[src/rtl/mem_port_arbiter.sv]
// Shared memory-port arbiter between the instruction cache (read-only) and the
// write-through data cache. Each granted request is registered and held on the
// m_* port until m_ready. The requester then gets a registered one-cycle ready
// together with the captured read data. The data side wins ties, but a
// bounded-starvation counter forces an instruction grant after MAX_D_BURST
// consecutive data grants.
module mem_port_arbiter #(
  parameter int unsigned A_WIDTH     = 32,
  parameter int unsigned MAX_D_BURST = 4
) (
  input  logic               clk,
  input  logic               rst,
  // Instruction cache side
  input  logic [A_WIDTH-1:0] i_a,
  input  logic               i_strobe,
  output logic [31:0]        i_dout,
  output logic               i_ready,
  // Data cache side
  input  logic [A_WIDTH-1:0] d_a,
  input  logic [31:0]        d_din,
  input  logic [3:0]         d_wen,
  input  logic [1:0]         d_size,
  input  logic               d_rw,
  input  logic               d_strobe,
  output logic [31:0]        d_dout,
  output logic               d_ready,
  // Shared memory port
  output logic [A_WIDTH-1:0] m_a,
  output logic [31:0]        m_din,
  output logic [3:0]         m_wen,
  output logic [1:0]         m_size,
  output logic               m_rw,
  output logic               m_strobe,
  input  logic [31:0]        m_dout,
  input  logic               m_ready
);

  localparam logic [1:0] StIdle = 2'd0;
  localparam logic [1:0] StBusy = 2'd1;
  localparam logic [1:0] StResp = 2'd2;

  localparam logic [3:0] MaxBurst = 4'(MAX_D_BURST);

  logic [1:0]         state_q, state_d;
  logic               gnt_q, gnt_d;
  logic [3:0]         wait_cnt_q, wait_cnt_d;
  logic [A_WIDTH-1:0] m_a_q, m_a_d;
  logic [31:0]        m_din_q, m_din_d;
  logic [3:0]         m_wen_q, m_wen_d;
  logic [1:0]         m_size_q, m_size_d;
  logic               m_rw_q, m_rw_d;
  logic               m_strobe_q, m_strobe_d;
  logic [31:0]        i_dout_q, i_dout_d;
  logic [31:0]        d_dout_q, d_dout_d;
  logic               i_ready_q, i_ready_d;
  logic               d_ready_q, d_ready_d;

  logic grant_i, grant_d;

  // Arbitration: D wins ties unless I has already waited out a full D burst.
  always_comb begin
    grant_i = i_strobe && (!d_strobe || (wait_cnt_q == MaxBurst));
    grant_d = d_strobe && !grant_i;
  end

  // Next-state logic for the sequencer, the latched request and the responses.
  always_comb begin
    state_d    = state_q;
    gnt_d      = gnt_q;
    wait_cnt_d = wait_cnt_q;
    m_a_d      = m_a_q;
    m_din_d    = m_din_q;
    m_wen_d    = m_wen_q;
    m_size_d   = m_size_q;
    m_rw_d     = m_rw_q;
    m_strobe_d = m_strobe_q;
    i_dout_d   = i_dout_q;
    d_dout_d   = d_dout_q;
    i_ready_d  = 1'b0;
    d_ready_d  = 1'b0;

    unique case (state_q)
      StIdle: begin
        // I no longer waiting: its starvation history is void.
        if (!i_strobe) begin
          wait_cnt_d = 4'd0;
        end
        if (grant_i) begin
          gnt_d      = 1'b0;
          m_a_d      = i_a;
          m_din_d    = 32'd0;
          m_wen_d    = 4'b1111;
          m_size_d   = 2'b10;
          m_rw_d     = 1'b0;
          m_strobe_d = 1'b1;
          wait_cnt_d = 4'd0;
          state_d    = StBusy;
        end else if (grant_d) begin
          gnt_d      = 1'b1;
          m_a_d      = d_a;
          m_din_d    = d_din;
          m_wen_d    = d_wen;
          m_size_d   = d_size;
          m_rw_d     = d_rw;
          m_strobe_d = 1'b1;
          state_d    = StBusy;
          if (i_strobe && (wait_cnt_q < MaxBurst)) begin
            wait_cnt_d = wait_cnt_q + 4'd1;
          end
        end
      end
      StBusy: begin
        if (m_ready) begin
          if (gnt_q) begin
            d_dout_d  = m_dout;
            d_ready_d = 1'b1;
          end else begin
            i_dout_d  = m_dout;
            i_ready_d = 1'b1;
          end
          m_strobe_d = 1'b0;
          state_d    = StResp;
        end
      end
      StResp: begin
        state_d = StIdle;
      end
      default: begin
        state_d = StIdle;
      end
    endcase
  end

  // State registers; reset abandons any in-flight request without a ready.
  always_ff @(posedge clk or posedge rst) begin
    if (rst) begin
      state_q    <= StIdle;
      gnt_q      <= 1'b0;
      wait_cnt_q <= 4'd0;
      m_a_q      <= '0;
      m_din_q    <= 32'd0;
      m_wen_q    <= 4'd0;
      m_size_q   <= 2'd0;
      m_rw_q     <= 1'b0;
      m_strobe_q <= 1'b0;
      i_dout_q   <= 32'd0;
      d_dout_q   <= 32'd0;
      i_ready_q  <= 1'b0;
      d_ready_q  <= 1'b0;
    end else begin
      state_q    <= state_d;
      gnt_q      <= gnt_d;
      wait_cnt_q <= wait_cnt_d;
      m_a_q      <= m_a_d;
      m_din_q    <= m_din_d;
      m_wen_q    <= m_wen_d;
      m_size_q   <= m_size_d;
      m_rw_q     <= m_rw_d;
      m_strobe_q <= m_strobe_d;
      i_dout_q   <= i_dout_d;
      d_dout_q   <= d_dout_d;
      i_ready_q  <= i_ready_d;
      d_ready_q  <= d_ready_d;
    end
  end

  assign m_a      = m_a_q;
  assign m_din    = m_din_q;
  assign m_wen    = m_wen_q;
  assign m_size   = m_size_q;
  assign m_rw     = m_rw_q;
  assign m_strobe = m_strobe_q;
  assign i_dout   = i_dout_q;
  assign d_dout   = d_dout_q;
  assign i_ready  = i_ready_q;
  assign d_ready  = d_ready_q;

endmodule

[config.mk]
export PLATFORM = sky130hd
export DESIGN_NAME = mem_port_arbiter
export DESIGN_NICKNAME = d
export VERILOG_FILES = /design/src/rtl/mem_port_arbiter.sv
export SDC_FILE = /design/constraint.sdc
export NUM_CORES = 1
export LEC_CHECK = 0
export ABC_AREA = 1
export BUFFER_PORTS_ARGS = -buffer_cell sky130_fd_sc_hd__buf_2
export CELL_PAD_IN_SITES_DETAIL_PLACEMENT = 1
export CELL_PAD_IN_SITES_GLOBAL_PLACEMENT = 2
export CORE_MARGIN = 1
export CORE_UTILIZATION = 26
export CTS_CLUSTER_DIAMETER = 30
export DETAILED_ROUTE_END_ITERATION = 10
export PLACE_DENSITY = 0.92
export SYNTH_ARGS = -nofsm -noshare
export SYNTH_HDL_FRONTEND = slang
export SYNTH_SLANG_ARGS = --single-unit
[constraint.sdc]
create_clock -name clk -period 6.3 [get_ports clk]
set_input_delay 1.26 -clock clk [delete_from_list [all_inputs] [get_ports clk]]
set_output_delay 1.26 -clock clk [all_outputs]
set_load 0.02 [all_outputs]
==> results.toml, run 1 <==
[sta]
finalHoldViolations = 0
finalSetupViolCount = 0
fmax_mhz = 353.7
fin_crit_ns = 2.828
skew_ns = 0.01473
rsz0062_at_grt = "false"
slew_headroom = 0.2680
period_share = 0.4488
tightestPinTransition_ns = 1.094
tns_ns = 0
drv_slew = 0

[cells_and_area]
fin_area_um2 = 8317
seq_area_um2 = 3628
multi_input_area_um2 = 1943
drive_above_1_share = 0.3209
n_antenna_cell = 0
n_fill_cell = 2865
final_util = 0.3640
nets = 1121
syn_to_final_growth_pct = 36.38
stdcell_count = 1304

[place]
port_buffers = 277
gp_congestion = 0.7441
place_area_um2 = 7677
dp.cells = 1273
dp_hpwl_um = 12960

[global_routing]
grt_start_max_net_pins = 100
grt_usage = 0.1612
grt_pass1_wl_um = 30460
antenna_found_initial = 0
grt_pass1_vias = 5878
overflow = 0

[synthesis]
yosysMostFrequentCell = "nand2_1"
yosysTopAreaCell = "dfrtp_1"
syn-num-nets = 863
syn_area_um2 = 6098
ys_async_sr_fraction = 1.000
synth_seq_area_share = 0.5950
synth-edff-count = 0
yosys.area_share.simple = 0.2253
synthCells = 721
synth-xor-area-share = 0
synthDominantCellAreaShare = 0.5950
synth_area_leaders = "dfrtp_1, nand2_1, o21ai_0, inv_1, nor2_1"
synthFlopType = "dfrtp_1"
synth_top_family_by_area = "simple AND/OR/NAND/NOR gates"
synth_mux_area_frac = 0
ys_ff_latch = 145
synth-compound-area-share = 0.08761
synth-warning-count = 0
avgSynthCellArea_um2 = 8.458
yosysUniqueCellTypes = 20
synthAdderAreaFrac = 0.004103
synth_commonest_cells = "nand2_1, dfrtp_1, inv_1"

[clock_tree]
post_cts_buffers = 0
cts_resized = 0
cts-root-buf = "clkbuf_16"
cts-htree-levels = 4
postCtsHoldBufs = 0
insertion_delay_ns = 0.41
clkTransAtPathRegs_ns = 0.07
cts_inserted_buffers = 17
cts_tree = "done"
clock_path_buffers = 2
clock-sinks = 145

[die]
die_h_um = 155.2
die-area_um2 = 24070
chipWidth_um = 155.2
std_cell_rows = 55
core-area_um2 = 22850
initial_core_util = 0.2669
num_io_pins = 278

[worst_setup_path]
path_cells = "buf_2 -> inv_1 -> a21oi_4 -> buf_4 -> nand2_1 -> o21ai_1"
cp_slowest_stage_delay_ns = 0.70
slowest_stage = "a21oi_4"
worst_setup_path_start_kind = "input pin"
crit_required_ns = 6.64
cp_top_family = "buffers and inverters"
crit_path_end_kind = "register"
path_class = "input pin to register"
cp.arrival_ns = 3.17
crit_path_max_fanout = 45
crit_buf_inv = 3

[route]
routed_wl_um = 18670
vias = 5639
wire_per_inst_um = 14.32
ant_nets = 0
firstDrtPassIters = 4
drt_iter0_markers = 250
drc_errors = 0
avgViaCountPerCell = 4.324

[power_and_ir_drop]
power.share.clock = 0.246
p_per_area_nw_per_um2 = 540.4
pwr-share-comb = 0.402
p_leak_uw = 0.004737
ir_drop_uv = 155.2
power_switching_uw = 1896
intPower_uw = 2598
swShare = 0.4219
seqPwrFrac = 0.351

[min_path]
hold_path_class = "register to register"

[job]
drv_cap = 0

[status]
status = "complete, no violations"
==> per-layer routing <==
metal  wire [µm]  up-vias  track usage  share of wire
li1            -     2736            -              -
met1        8152     2668       0.1931           0.44
met2        8606      223       0.2679           0.46
met3        1715       12      0.06017          0.092
met4         199        0      0.04903          0.011
met5           0        -            0              0
==> per-stage QoR <==
step                setup slack (ns)  power [µW]  hold WS, ns
floorplan                      1.145        2770       0.4956
global placement               3.058        3385       0.4581
detailed placement             2.964        3435       0.4618
CTS                            3.446        4572       0.4800
global route                   3.272        4833       0.4924
finish                         3.472        4494       0.4758
==> tightest hold or removal path: stages (launching register included) <==
cell     delay (ns)
dfrtp_1        0.34
nand2_1        0.05
nand2_1        0.05
==> flip-flops by register name (all words and copies together), names as in the netlist <==
signal and flops:
d_dout 32, d_ready 1, gnt_q 1, i_dout 32, i_ready 1, m_a 32
m_din 32, m_rw 1, m_size 2, m_strobe 1, m_wen 4, state_q 2
wait_cnt_q 4
==> cell usage in the layout (no fill, tap or decap) <==
cell type,instances
clkbuf_16,17
o21ai_0,68
clkinv_4,1
inv_6,4
inv_8,2
clkbuf_8,1
o21ai_1,32
dfrtp_1,145
nand2_4,1
nand2_2,2
buf_2,277
nor2_2,1
a21oi_1,2
or2_1,1
ha_1,2
clkinvlp_4,3
o21a_1,1
inv_1,78
a21oi_4,1
nand3_1,39
nand2_1,249
inv_2,1
bufinv_16,4
buf_4,3
nand4_1,3
nor2_1,53
==> power by group through the flow <==
stage	combinational, µW	clock (µW)	sequential (µW)
floorplan	698	0	2070
global placement	1810	0	1580
detailed placement	1850	0	1590
CTS	1840	1150	1580
global route	2020	1180	1630
finish	1810	1110	1580
==> area by class of cell <==
type / instances / share of cell area
inverters: 80 / 0.03671
clock buffers: 18 / 0.05281
clock inverters: 13 / 0.02407
multi-input cells: 455 / 0.2336
flip-flops and latches: 145 / 0.4363
repair buffers: 280 / 0.1694
well taps: 313 / 0.04709
==> kinds of logic after synthesis <==
| family | Yosys count |
|---|---|
| and+or+nand+nor | 349 |
| DFF | 145 |
| buffers and inverters | 121 |
| AOI/OAI and AO/OA | 104 |
| adders and majority gates | 2 |
==> path summary, 6_finish.rpt <==
check / from / endpoint / slack, ns / cells past startpoint
min in group asynchronous: rst / d_dout[30] / 1.02 / 2
max in group asynchronous: rst / i_dout[27] / 3.96 / 3
worst min-delay path: m_din[9] / m_din[9] / 0.48 / 2
worst min register to register: m_din[9] / m_din[9] / 0.48 / 2
worst max-delay path: i_strobe / m_a[0] / 3.47 / 6
worst max register to register: wait_cnt_q[0] / m_size[1] / 3.87 / 8
No activity file was read; power rests on OpenSTA's default activity.
==> run 2, diff against run 1 <==
--- a/config.mk
+++ b/config.mk
@@ -5,15 +5,15 @@
 export SDC_FILE = /design/constraint.sdc
 export NUM_CORES = 1
 export LEC_CHECK = 0
-export ABC_AREA = 1
+export ABC_AREA = 0
 export BUFFER_PORTS_ARGS = -buffer_cell sky130_fd_sc_hd__buf_2
 export CELL_PAD_IN_SITES_DETAIL_PLACEMENT = 1
 export CELL_PAD_IN_SITES_GLOBAL_PLACEMENT = 2
 export CORE_MARGIN = 1
-export CORE_UTILIZATION = 26
+export CORE_UTILIZATION = 28
 export CTS_CLUSTER_DIAMETER = 30
 export DETAILED_ROUTE_END_ITERATION = 10
-export PLACE_DENSITY = 0.92
+export PLACE_DENSITY = 0.91
 export SYNTH_ARGS = -nofsm -noshare
 export SYNTH_HDL_FRONTEND = slang
 export SYNTH_SLANG_ARGS = --single-unit
==> constraint.sdc (replaced) <==
create_clock -name clk -period 2.9 [get_ports clk]
set_input_delay 0.58 -clock clk [delete_from_list [all_inputs] [get_ports clk]]
set_output_delay 0.58 -clock clk [all_outputs]
set_load 0.02 [all_outputs]
==> run 2 against run 1 <==
Compared with the run above: worst setup slack got worse by 2.5 ns; worst hold slack got worse by 0.18 ns; global-route usage rose by 0.58 points; synthesized cell count fell by 27%; utilization rose by 2.5 points; first-iteration DRC count fell by 39%; area after synthesis fell by 1.8%; critical path depth rose by 1.
==> results.toml, run 2 <==
[die]
chipWidth_um = 148.3
std_cell_rows = 53
core-area_um2 = 21020
initial_core_util = 0.2850
num_io_pins = 278
die-area_um2 = 21980
die_h_um = 148.3

[cells_and_area]
mostFrequentLayoutCells = "buf_2, dfrtp_1, nand2_1, a21oi_1, mux2_2"
drive_above_1_share = 0.4845
final_util = 0.3893
final_common_cell = "buf_2"
nets = 938
syn_to_final_growth_pct = 36.61

[global_routing]
grt_util_met2 = 0.2894
grt_pass1_wl_um = 28460
grt.met3_usage = 0.05307
grt_start_max_net_pins = 82
grt_use_met1 = 0.1971
antenna_found_initial = 1
grt_pass1_vias = 5325
grt_busiest_layer = "met2"
overflow = 0
grt_usage = 0.1670

[clock_tree]
post_cts_buffers = 0
cts-htree-levels = 4
cts_inserted_buffers = 17
clock-sinks = 145
cts_tree = "done"
clock_path_buffers = 2
insertion_delay_ns = 0.42
cts_resized = 0
clkTransAtPathRegs_ns = 0.07
postCtsHoldBufs = 0
cts-root-buf = "clkbuf_16"

[route]
firstDrtPassIters = 4
drc_errors = 0
avgViaCountPerCell = 4.544
ant_nets = 0
drt_iter0_markers = 153
vias = 4930
wire_per_inst_um = 16.39
routed_wl_um = 17780

[sta]
finalSetupViolCount = 0
fin_crit_ns = 1.930
fmax_mhz = 518.2
tns_ns = 0
tightestPinTransition_ns = 0.6356
skew_ns = 0.01154
period_share = 0.6655
rsz0062_at_grt = "false"
slew_headroom = 0.5746
finalHoldViolations = 0
drv_slew = 0

[synthesis]
synth_seq_area_share = 0.6057
synthDominantCellAreaShare = 0.6057
yosysUniqueCellTypes = 30
synthCells = 523
synth-warning-count = 0
synth_commonest_cells = "dfrtp_1, nand2_1, a21oi_1"
ys_ff_latch = 145
avgSynthCellArea_um2 = 11.45
synth-edff-count = 0
ys_async_sr_fraction = 1.000
syn-num-nets = 665
synthFlopType = "dfrtp_1"
syn_area_um2 = 5991
yosysTopAreaCell = "dfrtp_1"
yosysMostFrequentCell = "dfrtp_1"
synth_area_leaders = "dfrtp_1, mux2_4, nand2_1, mux2_2, a21oi_1"

[power_and_ir_drop]
p_leak_uw = 0.004293
ir_drop_uv = 395.4
p_per_area_nw_per_um2 = 1222

[worst_setup_path]
crit_buf_inv = 2
crit_path_max_fanout = 32
path_cells = "inv_1 -> ha_1 -> and3b_1 -> o21a_1 -> buf_4 -> a21oi_1 -> a21oi_1"
cp.arrival_ns = 2.27
crit_required_ns = 3.24
crit_path_end_kind = "register"
cp_top_family = "compound AO/OA/AOI/OAI gates"
worst_setup_path_start_kind = "register"
cp_slowest_stage_delay_ns = 0.40
slowest_stage = "buf_4"
cp_common_cell = "a21oi_1"
path_class = "register to register"

[min_path]
hold_path_class = "input pin to asynchronous set/reset pin"

[place]
port_buffers = 277
gp_congestion = 0.7432
dp_hpwl_um = 12680

[job]
drv_cap = 0

[status]
status = "complete, no violations"
run 2: cell types whose count changed after synthesis, sizes merged, moves of 3 or more:
cell / delta
buf: +5
mux2: +65
clkbuf: -13
nand2: -137
a21oi: +62
o21ai: -89
inv: -72
nand4: -3
nand3: -5
nor2: -19
run 2: power by group:
part           internal (µW)  switching (µW)
clock                   1150             955
combinational           1690            2690
sequential              3000             523
total                   5830            4170
run 2: cells by family after synthesis:
| logic type | share of synthesized area |
|---|---|
| flip-flops | 0.6057 |
| AO/OA/AOI/OAI | 0.07038 |
| buffers and inverters | 0.04595 |
| adder cells (fa/ha/maj) | 0.004176 |
| AND/OR/NAND/NOR | 0.1335 |
| multiplexers | 0.1404 |
run 2: metrics by stage:
stage | hold WS, ns | setup WS (ns) | area, µm² | power, µW | instances
after global routing | 0.3062 | 0.7733 | 8182 | 10680 | 1084
final | 0.2916 | 0.9701 | 8184 | 10000 | 1085
after global placement | 0.4449 | 0.8977 | 7621 | 7823 | 1052
after detailed placement | 0.4502 | 0.8550 | 7621 | 8010 | 1052
after floorplan | 0.5000 | 0.5010 | 5995 | 6420 | 523
after CTS | 0.2935 | 0.9353 | 8182 | 10170 | 1084
run 2: area by class of cell:
cell class / count / area (µm²)
flip-flops and latches: 145 / 3628
multi-input cells: 337 / 2111
diodes: 1 / 2.502
inverters: 8 / 38.79
clock inverters: 14 / 121.4
clock buffers: 18 / 439.2
fillers: 2417 / 12840
repair buffers: 287 / 1499
well taps: 275 / 344.1
run 2: path summary, 6_finish.rpt:
path                                     from          to  slack [ns]  depth (start not counted)
worst min-delay path                      rst   m_din[19]        0.29                          3
min in group clk                      m_ready  state_q[0]        0.38                          2
worst min register to register      m_din[18]   m_din[18]        0.46                          2
worst max register to register  wait_cnt_q[0]     m_a[10]        0.97                          7
worst max-delay path            wait_cnt_q[0]     m_a[10]        0.97                          7
max in group asynchronous                 rst      m_a[6]        2.22                          3
run 2: per-layer routing:
layer | part of all wire | vias to the layer above
met5 | 0 | -
met4 | 0.017 | 0
met3 | 0.069 | 22
met2 | 0.50 | 182
met1 | 0.42 | 2434
li1 | - | 2292
run 2: worst min-delay path: stages:
cell and delay [ns]:
buf_2 0.11, clkinvlp_4 0.10, buf_12 0.31
